===== config.mk =====
export PLATFORM = sky130hd
export DESIGN_NAME = tlb_op_ctrl
export DESIGN_NICKNAME = d
export VERILOG_FILES = /design/src/rtl/tlb_op_ctrl.sv
export SDC_FILE = /design/constraint.sdc
export NUM_CORES = 1
export LEC_CHECK = 0
export ABC_AREA = 1
export BUFFER_PORTS_ARGS = -buffer_cell sky130_fd_sc_hd__buf_2
export CORE_AREA = 2 2 150 152
export DETAILED_ROUTE_END_ITERATION = 12
export DIE_AREA = 0 0 152 154
export GPL_TIMING_DRIVEN = 0
export PLACE_DENSITY = 0.61
export SYNTH_ARGS = -nofsm -noshare
export SYNTH_HDL_FRONTEND = slang
export SYNTH_SLANG_ARGS = --single-unit

===== constraint.sdc =====
create_clock -name clk -period 2.1 [get_ports clk]
set_clock_uncertainty 0.2 [all_clocks]
set_input_delay 0.21 -clock clk [delete_from_list [all_inputs] [get_ports clk]]
set_output_delay 0.21 -clock clk [all_outputs]
set_load 0.02 [all_outputs]

===== src/rtl/tlb_op_ctrl.sv =====
// rtl/tlb_op_ctrl.sv - TLB maintenance op sequencer with Random/Wired registers
//
// Purpose: accepts one TLBP/TLBR/TLBWI/TLBWR at a time from the MEM stage,
// presents the op to the combinational TLB for exactly one cycle, captures the
// TLB results and then pulses the matching CP0 write enable. Owns the Random
// and Wired registers and supplies the latched Random as the TLBWR slot.
//
// Ports:
//   clk, rst                 clock, synchronous active-high reset
//   req_valid, req_op        op request from MEM (001 P, 010 R, 011 WI, 100 WR)
//   req_ready, flush, stall  handshake / pipeline control
//   done, refetch            completion pulse, refetch request (TLBWI/TLBWR)
//   tlb_type, tlb_random     op and write slot to the TLB array
//   tlb_*_in                 combinational TLB results
//   cp0_index_we/_wdata      Index writeback after TLBP
//   cp0_tlbr_we, cp0_*_wdata EntryHi/PageMask/EntryLo0/EntryLo1 writeback after TLBR
//   wired_we, wired_wdata    CP0 write to Wired
//   random_o, wired_o        current Random and Wired

module tlb_op_ctrl #(
    parameter int TLB_LINE  = 32,
    parameter int TLB_WIDTH = 5
) (
    input  logic                 clk,
    input  logic                 rst,
    input  logic                 req_valid,
    input  logic [2:0]           req_op,
    output logic                 req_ready,
    input  logic                 flush,
    output logic                 stall,
    output logic                 done,
    output logic                 refetch,
    output logic [2:0]           tlb_type,
    output logic [31:0]          tlb_random,
    input  logic [31:0]          tlb_index_in,
    input  logic [31:0]          tlb_entryhi_in,
    input  logic [31:0]          tlb_pagemask_in,
    input  logic [31:0]          tlb_entrylo0_in,
    input  logic [31:0]          tlb_entrylo1_in,
    output logic                 cp0_index_we,
    output logic [31:0]          cp0_index_wdata,
    output logic                 cp0_tlbr_we,
    output logic [31:0]          cp0_entryhi_wdata,
    output logic [31:0]          cp0_pagemask_wdata,
    output logic [31:0]          cp0_entrylo0_wdata,
    output logic [31:0]          cp0_entrylo1_wdata,
    input  logic                 wired_we,
    input  logic [TLB_WIDTH-1:0] wired_wdata,
    output logic [TLB_WIDTH-1:0] random_o,
    output logic [TLB_WIDTH-1:0] wired_o
);

    localparam logic [2:0] OP_TLBP  = 3'b001;
    localparam logic [2:0] OP_TLBR  = 3'b010;
    localparam logic [2:0] OP_TLBWI = 3'b011;
    localparam logic [2:0] OP_TLBWR = 3'b100;

    localparam logic [TLB_WIDTH-1:0] RND_MAX = TLB_WIDTH'(TLB_LINE - 1);

    typedef enum logic [1:0] {
        S_IDLE   = 2'd0,
        S_ISSUE  = 2'd1,
        S_COMMIT = 2'd2
    } state_t;

    state_t state, state_next;

    logic [2:0]           op_q;
    logic [TLB_WIDTH-1:0] rnd_q;
    logic [31:0]          idx_q;
    logic [31:0]          entryhi_q;
    logic [31:0]          pagemask_q;
    logic [31:0]          entrylo0_q;
    logic [31:0]          entrylo1_q;
    logic [TLB_WIDTH-1:0] random_q;
    logic [TLB_WIDTH-1:0] wired_q;

    logic op_valid;
    logic accept;

    always_comb begin
        op_valid = 1'b0;
        case (req_op)
            OP_TLBP, OP_TLBR, OP_TLBWI, OP_TLBWR: op_valid = 1'b1;
            default:                              op_valid = 1'b0;
        endcase
    end

    assign accept = (state == S_IDLE) && req_valid && !flush && op_valid;

    // State register
    always_ff @(posedge clk) begin
        if (rst) begin
            state <= S_IDLE;
        end else begin
            state <= state_next;
        end
    end

    // Next-state logic; flush only matters at acceptance, an accepted op runs to completion
    always_comb begin
        state_next = state;
        case (state)
            S_IDLE:   if (accept) state_next = S_ISSUE;
            S_ISSUE:  state_next = S_COMMIT;
            S_COMMIT: state_next = S_IDLE;
            default:  state_next = S_IDLE;
        endcase
    end

    // Op latch and TLB result capture; results are sampled on the edge closing ISSUE
    always_ff @(posedge clk) begin
        if (rst) begin
            op_q       <= 3'b000;
            rnd_q      <= '0;
            idx_q      <= 32'h0;
            entryhi_q  <= 32'h0;
            pagemask_q <= 32'h0;
            entrylo0_q <= 32'h0;
            entrylo1_q <= 32'h0;
        end else begin
            if (accept) begin
                op_q  <= req_op;
                rnd_q <= random_q;
            end
            if (state == S_ISSUE) begin
                if (op_q == OP_TLBP) begin
                    idx_q <= tlb_index_in;
                end
                if (op_q == OP_TLBR) begin
                    entryhi_q  <= tlb_entryhi_in;
                    pagemask_q <= tlb_pagemask_in;
                    entrylo0_q <= tlb_entrylo0_in;
                    entrylo1_q <= tlb_entrylo1_in;
                end
            end
        end
    end

    // Random counts down to Wired and wraps to the top; a Wired write restarts it at the top
    always_ff @(posedge clk) begin
        if (rst) begin
            random_q <= RND_MAX;
            wired_q  <= '0;
        end else if (wired_we) begin
            wired_q  <= wired_wdata;
            random_q <= RND_MAX;
        end else if (random_q == wired_q) begin
            random_q <= RND_MAX;
        end else begin
            random_q <= random_q - 1'b1;
        end
    end

    // Output logic; rst forces the idle values at once so an aborted op never
    // reaches the TLB or CP0 in the reset cycle
    always_comb begin
        req_ready    = 1'b0;
        stall        = 1'b0;
        done         = 1'b0;
        refetch      = 1'b0;
        tlb_type     = 3'b000;
        tlb_random   = 32'h0;
        cp0_index_we = 1'b0;
        cp0_tlbr_we  = 1'b0;
        if (rst) begin
            req_ready = 1'b1;
        end else begin
            case (state)
                S_IDLE: begin
                    req_ready = 1'b1;
                    stall     = accept;
                end
                S_ISSUE: begin
                    stall      = 1'b1;
                    tlb_type   = op_q;
                    tlb_random = {{(32 - TLB_WIDTH){1'b0}}, rnd_q};
                end
                S_COMMIT: begin
                    done         = 1'b1;
                    cp0_index_we = (op_q == OP_TLBP);
                    cp0_tlbr_we  = (op_q == OP_TLBR);
                    refetch      = (op_q == OP_TLBWI) || (op_q == OP_TLBWR);
                end
                default: begin
                    req_ready = 1'b0;
                end
            endcase
        end
    end

    assign cp0_index_wdata    = idx_q;
    assign cp0_entryhi_wdata  = entryhi_q;
    assign cp0_pagemask_wdata = pagemask_q;
    assign cp0_entrylo0_wdata = entrylo0_q;
    assign cp0_entrylo1_wdata = entrylo1_q;
    assign random_o           = random_q;
    assign wired_o            = wired_q;

endmodule


==> flow_summary_export.csv, run 1 <==
group,metric,value,unit
run,maxCapViolations,0,
critical_path,r2r-end,"cp0_entrylo1_wdata[13]",
placement,dp_hpwl,17.4,mm
critical_path,r2r_start,"state[0]",
layout,drive_above_1_share,31.6,%
clock_network,cts_tree,"done",
global_routing,grt_use_total,21.1,%
yosys,synth_edf_count,0,
critical_path,cp_num_buf_inv,5,
global_routing,grt_max_degree,17,
yosys,yosysSeqAreaShare,53.7,%
die,ios,384,
placement,port_buffers,356,
critical_path,worstPathArrival,2.17,ns
critical_path,r2r_setup_slack,0.22,ns
critical_path,crit_end,"wired_o[3]",
yosys,postSynthAreaPerCell,7.65,um^2
placement,gp_congestion,0.833,
power,p_leak,5.56,nW
clock_network,clock_sinks,180,
clock_network,h-tree-depth,4,
yosys,yosysUniqueCellTypes,21,
yosys,synth_warnings,0,
placement,place_area,8940,um^2
layout,final_net_count,1629,
critical_path,cp.depth,7,
critical_path,critPathLaunchType,"input port",
yosys,synthCells,877,
clock_network,path_clk_slew,0.07,ns
die,rows,54,
yosys,synth_area,6710,um^2
detailed_routing,wire_per_inst,14.2,um
yosys,async_reset_ff_share,0,%
critical_path,critPathKind,"input port to flip-flop",
sta,finalSetupViolations,0,
yosys,ys_ff_latch,180,
die,core,21700,um^2
power,total_power,7.83,mW
layout,finalInstanceArea,11400,um^2
die,die-area,23400,um^2
critical_path,worst-path-max-fanout,8,
sta,max_freq,487,MHz
critical_path,startpoint,"wired_we",
global_routing,grt_pass1_wl,40.0,mm
yosys,synth_flop_cell,"dfxtp_1",
power,power.density,689,nW/um^2
detailed_routing,first_iter_violations,375,
sta,worst_slack,0.0454,ns
detailed_routing,dr.pass1.iters,4,
global_routing,gr-total-overflow,0,
layout,area_delta_synth_final,69.4,%
sta,layout_min_cycle_time,2.05,ns
die,die_h,154,um
global_routing,grt_pass1_vias,7905,
clock_network,clock_path_buffers,2,
sta,tightest_slew,0.616,ns
detailed_routing,routed_wl,24.9,mm
sta,finalSetupTns,0,ns
die,die_x,152,um
detailed_routing,ant_nets,0,
sta,finalCritPeriodShare,97.8,%
critical_path,critPathMaxStageDelay,0.55,ns
detailed_routing,drc,0,
clock_network,clock_latency,0.42,ns
power,peakVddDrop,0.456,mV
status,status,"completed",
placement,place_worst_setup_slack,0.155,ns
sta,drv_slew,0,
layout,mostFrequentLayoutCells,"buf_2 (378), nor2_1 (357), dfxtp_1 (180)",
critical_path,crit_required,2.21,ns
die,start_util,30.9,%
critical_path,crit_chain,"dlygate4sd3_1 > buf_2 > inv_4 > nor2_1 > dlygate4sd3_1 > nor2_1 > dlygate4sd3_1",
critical_path,critPathMostFrequentCell,"dlygate4sd3_1",
detailed_routing,vias,7661,
critical_path,worstSetupEndpointType,"flip-flop",
detailed_routing,viasPerCell,4.38,
critical_path,crit_family,"buffers and inverters",
sta,slew_headroom,58.9,%
critical_path,crit_path_top_delay_cell,"dlygate4sd3_1",
sta,rsz0062_at_grt,"no",
layout,mostFrequentLayoutCell,"buf_2",
worst_hold_path,hold_class,"input port to flip-flop",
placement,numPlacedInstances,1539,
sta,finalHoldViolations,0,
global_routing,antenna_found_initial,3,
layout,instances_no_fill,1749,
clock_network,cts_inserted_buffers,17,
critical_path,reg2reg_depth,8,
clock_network,cts_root_buf,"clkbuf_16",
## cells in the mapped netlist (3+ instances only)
library cell,number,area [um^2]
clkbuf_1,18,67.6
inv_1,21,78.8
nand4_1,7,43.8
nor2_1,357,1340
o21ai_1,124,621
nand2_1,34,128
dfxtp_1,180,3600
o21ai_0,43,215
a21oi_1,3,15.0
buf_4,41,308
buf_2,22,110
nand3_1,10,50.1
nor2_4,3,33.8
inv_2,4,15.0
## cells by family after synthesis
logic type | share of synthesized area, %
and+or+nand+nor | 24.1
DFF | 53.7
AOI/OAI and AO/OA | 12.8
buffers and inverters | 8.63
xor gates and xnor gates | 0.522
adders and majority gates | 0.186
other | 0.0559
## per-stage QoR
stage	hold slack (ns)	utilization (%)
4_1_cts	0.0208	52.3
3_3_place_gp	0.232	41.2
2_1_floorplan	0.145	-
3_5_place_dp	0.238	41.2
6_report	0.0671	52.4
5_1_grt	0.0834	52.4
## registers in the layout, summed over array words and instances (netlist names)
register / count
random_o: 5
state: 2
wired_o: 5
cp0_entryhi_wdata: 32
cp0_index_wdata: 32
cp0_pagemask_wdata: 32
cp0_entrylo0_wdata: 32
rnd_q: 5
op_q: 3
cp0_entrylo1_wdata: 32
## worst min path at each step
stage	cells past startpoint	to	from	slack [ns]
2_1_floorplan	2	wired_o[0]	wired_wdata[0]	0.14
3_3_place_gp	3	cp0_index_wdata[13]	tlb_index_in[13]	0.23
3_5_place_dp	3	cp0_index_wdata[12]	tlb_index_in[12]	0.24
4_1_cts	5	state[0]	req_valid	0.02
5_1_grt	5	state[0]	req_valid	0.08
6_report	5	state[0]	req_valid	0.07
## worst reg2reg max path: stages (launching register included)
cell and delay [ns]:
dfxtp_1 0.34, inv_2 0.05, nor2_4 0.13, buf_4 0.14
nand3_2 0.11, buf_2 0.24, buf_2 0.22, o21ai_1 0.26
nor2_1 0.06
## routing by layer
layer | GRT usage [%] | wire length [um] | vias up
met4 | 6.99 | 463 | 0
met1 | 23.8 | 10300 | 3438
met5 | 0 | 0 | -
li1 | - | - | 3900
met2 | 38.1 | 12500 | 286
met3 | 6.14 | 1630 | 37
## power breakdown
part	internal, mW	total (mW)	switching (mW)
Clock	2.05	3.48	1.43
Combinational	0.470	0.866	0.396
Sequential	3.45	3.48	0.0288
Total	5.97	7.83	1.85
## timing repair
item                                   CTS  global route
cloned                                   0             0
setup endpoints to repair                1             6
hold buffers                           176             0
endpoints found under the hold margin  173             0
pin swaps                                1             2
setup buffers                            1             1
resized for setup                        1             4
## area by class of cell
| type | count | area [um^2] |
|---|---|---|
| tap | 280 | 350 |
| sequential | 180 | 3600 |
| antenna | 2 | 5.00 |
| clock buffer | 19 | 443 |
| clock inverter | 12 | 193 |
| inverter | 25 | 96.3 |
| timing repair buffer | 534 | 3560 |
| fill | 1999 | 10300 |
| buffer | 80 | 482 |
| multi-input combinational | 617 | 2630 |
(Power assumes the default switching activity.)
==> inputs of run 2 (changes only) <==
==> constraint.sdc (replaced) <==
create_clock -name clk -period 2.1 [get_ports clk]
set_clock_uncertainty 0.2 [all_clocks]
set_input_delay 0.42 -clock clk [delete_from_list [all_inputs] [get_ports clk]]
set_output_delay 0.42 -clock clk [all_outputs]
set_load 0.02 [all_outputs]
==> run 2 against run 1 <==
  * Register-to-register slack is essentially flat
  * Global-route usage shrank 2.5 points
  * Sequential share of layout area grew 4.9 points
  * Maximum frequency shrank 0.64%
  * Power shrank 3.3%
  * Count of clock-buffer cells in the layout shrank 1
  * Setup slack lost 0.013 ns
  * Non-clock buffer count shrank 161
  * Combinational power shrank 28%
==> flow_summary_export.csv, run 2 (synthesized netlist as in run 1, its figures left out) <==
group,metric,value,unit
status,status,"completed",
critical_path,worstPathArrival,1.45,ns
sta,tightest_slew,0.673,ns
clock_network,clock_sinks,180,
detailed_routing,routed_wl,22.8,mm
global_routing,gr-total-overflow,0,
critical_path,crit_required,1.48,ns
detailed_routing,dr.pass1.iters,6,
sta,finalSetupTns,0,ns
run,maxCapViolations,0,
critical_path,critPathKind,"flip-flop to primary output",
layout,final_net_count,1468,
sta,finalCritPeriodShare,98.5,%
sta,finalHoldViolations,0,
sta,max_freq,484,MHz
placement,numPlacedInstances,1539,
die,die_x,152,um
placement,port_buffers,356,
clock_network,path_clk_slew,0.07,ns
detailed_routing,vias,7022,
power,power.density,768,nW/um^2
die,die_h,154,um
die,start_util,30.9,%
detailed_routing,drc,0,
clock_network,cts_inserted_buffers,17,
sta,slew_headroom,55.1,%
global_routing,grt_max_degree,20,
clock_network,cts_root_buf,"clkbuf_16",
global_routing,grt_use_total,18.6,%
detailed_routing,ant_nets,0,
critical_path,worstSetupEndpointType,"primary output",
detailed_routing,highest_layer,"met5",
sta,drv_slew,0,
global_routing,grt_pass1_wl,34.6,mm
critical_path,critPathLaunchType,"flip-flop",
layout,area_delta_synth_final,46.9,%
layout,instances_no_fill,1587,
clock_network,clock_path_buffers,2,
placement,gp_congestion,0.873,
detailed_routing,wire_per_inst,14.4,um
worst_hold_path,hold_class,"input port to flip-flop",
critical_path,worst-path-max-fanout,2,
sta,rsz0062_at_grt,"yes",
detailed_routing,wl_met1,9.49,mm
layout,drive_above_1_share,36.6,%
placement,place_worst_setup_slack,-0.0810,ns
die,core,21700,um^2
power,p_leak,4.89,nW
placement,dp_hpwl,17.2,mm
detailed_routing,dr_wl_met2,11.2,mm
sta,layout_min_cycle_time,2.07,ns
clock_network,clock_latency,0.42,ns
layout,mostFrequentLayoutCell,"buf_2",
layout,mostFrequentLayoutCells,"buf_2 (368), nor2_1 (350), dfxtp_1 (178)",
global_routing,grt_pass1_vias,6569,
detailed_routing,first_iter_violations,330,
clock_network,cts_tree,"done",
power,peakVddDrop,0.475,mV
die,die-area,23400,um^2
detailed_routing,viasPerCell,4.42,
die,rows,54,
die,ios,384,
sta,finalSetupViolations,0,
detailed_routing,dr_wl_met3,1.66,mm
global_routing,antenna_found_initial,2,
sta,worst_slack,0.0320,ns
clock_network,h-tree-depth,4,
[run 2: changes by cell type in the layout (fill, tap and decap cells not counted), sizes merged]
cell / delta
clkbuf: -2
clkinvlp: -2
buf: +1
dlygate4sd3: -161
clkinv: +2
inv: +1
diode: -1
[run 2: worst paths after layout]
kind                    startpoint                     to  slack (ns)  cells after the start
hold reg to reg        random_o[0]            random_o[0]        0.25                      1
setup / recovery          state[0]                  stall        0.03                      6
setup reg to reg          state[0]  cp0_entrylo1_wdata[5]        0.23                      8
hold / removal    tlb_index_in[22]    cp0_index_wdata[22]        0.02                      3
[run 2: area by class of cell]
class / count / area [um^2]
Buffer: 79 / 478
Inverter: 25 / 98.8
Clock buffer: 18 / 429
Multi-Input combinational cell: 617 / 2700
Antenna cell: 1 / 2.50
Sequential cell: 180 / 3610
Fill cell: 2257 / 11800
Timing Repair Buffer: 374 / 1990
Clock inverter: 13 / 196
Tap cell: 280 / 350
[run 2: through the flow]
| step | util (%) | total power, mW | area, um^2 | hold slack (ns) |
|---|---|---|---|---|
| after CTS | 45.0 | 7.64 | 9760 | 0.000343 |
| after floorplan | - | 3.88 | 6820 | 0.255 |
| after global placement | 41.3 | 4.14 | 8950 | 0.238 |
| after global routing | 45.4 | 7.85 | 9850 | 0.00734 |
| after detailed placement | 41.3 | 4.15 | 8950 | 0.241 |
| final | 45.4 | 7.57 | 9850 | 0.0222 |
[run 2: routing by layer]
layer / GRT usage (%) / up-vias
li1: - / 3560
met1: 21.4 / 3147
met2: 32.8 / 281
met3: 5.83 / 32
met4: 6.05 / 2
met5: 0 / -
[run 2: power by group]
part	switching (mW)	internal (mW)	total, mW	leakage [nW]
clock network	1.44	2.02	3.46	0.309
logic	0.348	0.277	0.625	3.13
registers	0.0284	3.45	3.48	1.45
[run 2: critical path, stage by stage, from the launching register on]
cell and delay (ns):
dfxtp_4 0.36, inv_4 0.07, nand2_2 0.08, nor2_4 0.12, nand3_4 0.08, o21ai_2 0.18
buf_6 0.14
[run 2: repair_timing]
action                                 CTS  global route
pin swaps                                2             6
endpoints found under the hold margin   15             0
hold buffers                            15             0
gates resized for setup                 10            28
setup buffers                            2             1
setup endpoints to repair                7            12
==> inputs of run 3 (changes only) <==
ABC_CLOCK_PERIOD_IN_PS = 2100   (was unset)
MAX_ROUTING_LAYER = met4   (was unset)
==> run 3 against run 2 <==
  * Final area grew 0.39%
  * Combinational power grew 0.6%
  * Clock power is essentially flat
  * Die area is the same
  * Critical path type unchanged
  * Largest power group unchanged
  * Highest routed layer is now met4
==> flow_summary_export.csv, run 3 (synthesized netlist as in run 1, its figures left out) <==
group,metric,value,unit
layout,area_delta_synth_final,47.5,%
sta,slew_headroom,53.4,%
detailed_routing,dr.pass1.iters,4,
global_routing,grt_use_total,19.2,%
clock_network,clock_latency,0.42,ns
die,ios,384,
sta,rsz0062_at_grt,"yes",
die,core,21700,um^2
detailed_routing,routed_wl,22.9,mm
clock_network,h-tree-depth,4,
global_routing,grt_pass1_wl,34.6,mm
clock_network,clock_path_buffers,2,
sta,finalHoldViolations,0,
sta,worst_slack,0.0245,ns
clock_network,path_clk_slew,0.08,ns
run,maxCapViolations,0,
sta,finalSetupViolations,0,
global_routing,grt_pass1_vias,6583,
power,p_leak,4.90,nW
power,intPower,5.75,mW
critical_path,worstSetupEndpointType,"primary output",
die,die-area,23400,um^2
layout,drive_above_1_share,36.9,%
critical_path,worstPathArrival,1.46,ns
power,clkPwrFrac,45.7,%
clock_network,clock_sinks,180,
sta,finalSetupTns,0,ns
die,die_h,154,um
critical_path,worst-path-max-fanout,6,
power,power.density,766,nW/um^2
placement,place_worst_setup_slack,-0.0810,ns
sta,layout_min_cycle_time,2.08,ns
layout,regArea,3610,um^2
detailed_routing,first_iter_violations,325,
layout,fill_cells,2253,
sta,tightest_slew,0.698,ns
sta,fin_hold_ws,0.0216,ns
status,status,"completed",
global_routing,grt_max_degree,20,
layout,multiInputGateArea,2710,um^2
critical_path,crit_required,1.48,ns
global_routing,antenna_found_initial,2,
power,peakVddDrop,0.474,mV
worst_hold_path,hold_class,"input port to flip-flop",
power,seqPwrFrac,46.0,%
sta,max_freq,482,MHz
layout,final_net_count,1469,
clock_network,cts_inserted_buffers,17,
detailed_routing,wire_per_inst,14.4,um
critical_path,critPathKind,"flip-flop to primary output",
detailed_routing,vias,7016,
layout,mostFrequentLayoutCells,"buf_2 (368), nor2_1 (349), dfxtp_1 (178)",
placement,port_buffers,356,
layout,mostFrequentLayoutCell,"buf_2",
detailed_routing,drc,0,
sta,drv_slew,0,
power,netSwitchingPower,1.82,mW
die,start_util,30.9,%
clock_network,cts_root_buf,"clkbuf_16",
power,sw_frac_of_total,24.1,%
detailed_routing,ant_nets,0,
placement,gp_congestion,0.887,
critical_path,critPathLaunchType,"flip-flop",
die,die_x,152,um
clock_network,cts_tree,"done",
detailed_routing,viasPerCell,4.42,
die,rows,54,
placement,dp_hpwl,17.2,mm
power,pwr-share-comb,8.3,%
global_routing,gr-total-overflow,0,
sta,finalCritPeriodShare,98.8,%
-- run 3: layout make-up --
type / count / area share [%]
Clock buffer: 18 / 4.34
Inverter: 25 / 0.999
Timing Repair Buffer: 375 / 20.3
Clock inverter: 13 / 1.99
Antenna cell: 2 / 0.0506
Sequential cell: 180 / 36.5
Multi-Input combinational cell: 617 / 27.4
Buffer: 79 / 4.83
Tap cell: 280 / 3.54
-- run 3: critical path, cell delays in order (launching register included) --
cell and delay (ns):
dfxtp_4 0.38, inv_4 0.05, nor2_4 0.13, buf_6 0.14, nand2_1 0.08, nor2_2 0.13, buf_6 0.14
-- run 3: path summary, 6_finish.rpt --
check                   startpoint                     to  slack [ns]  cells past startpoint
hold / removal    tlb_index_in[25]    cp0_index_wdata[25]        0.02                      3
setup reg to reg          state[0]  cp0_entrylo1_wdata[5]        0.24                      8
hold reg to reg        random_o[0]            random_o[0]        0.25                      1
setup / recovery          state[0]          tlb_random[2]        0.02                      6
-- run 3: what timing repair did --
action	4_1_cts	5_1_grt
setup buffers	2	2
hold endpoints to repair	15	0
pin swaps	2	3
hold buffers	15	0
resized for setup	10	36
setup endpoints to repair	7	12
-- run 3: per-layer routing --
layer | GRT usage (%) | wire, um
met5 | - | 0
met3 | 4.96 | 1480
met2 | 32.8 | 11200
met1 | 22.0 | 9690
met4 | 6.32 | 473
-- run 3: power by group through the flow --
stage / Clock [mW] / Sequential [mW] / Combinational (mW)
after global placement: 0 / 3.56 / 0.583
final: 3.46 / 3.48 / 0.629
after global routing: 3.68 / 3.49 / 0.690
after floorplan: 0 / 3.60 / 0.281
after detailed placement: 0 / 3.56 / 0.587
after CTS: 3.54 / 3.48 / 0.617
-- run 3: through the flow --
step                util [%]  std cells  total power [mW]  cell area [um^2]
finish                  45.6       1589              7.57              9890
global route            45.6       1589              7.86              9890
CTS                     45.0       1586              7.64              9760
detailed placement      41.3       1539              4.15              8950
global placement        41.3       1539              4.14              8950
floorplan                  -        903              3.88              6820
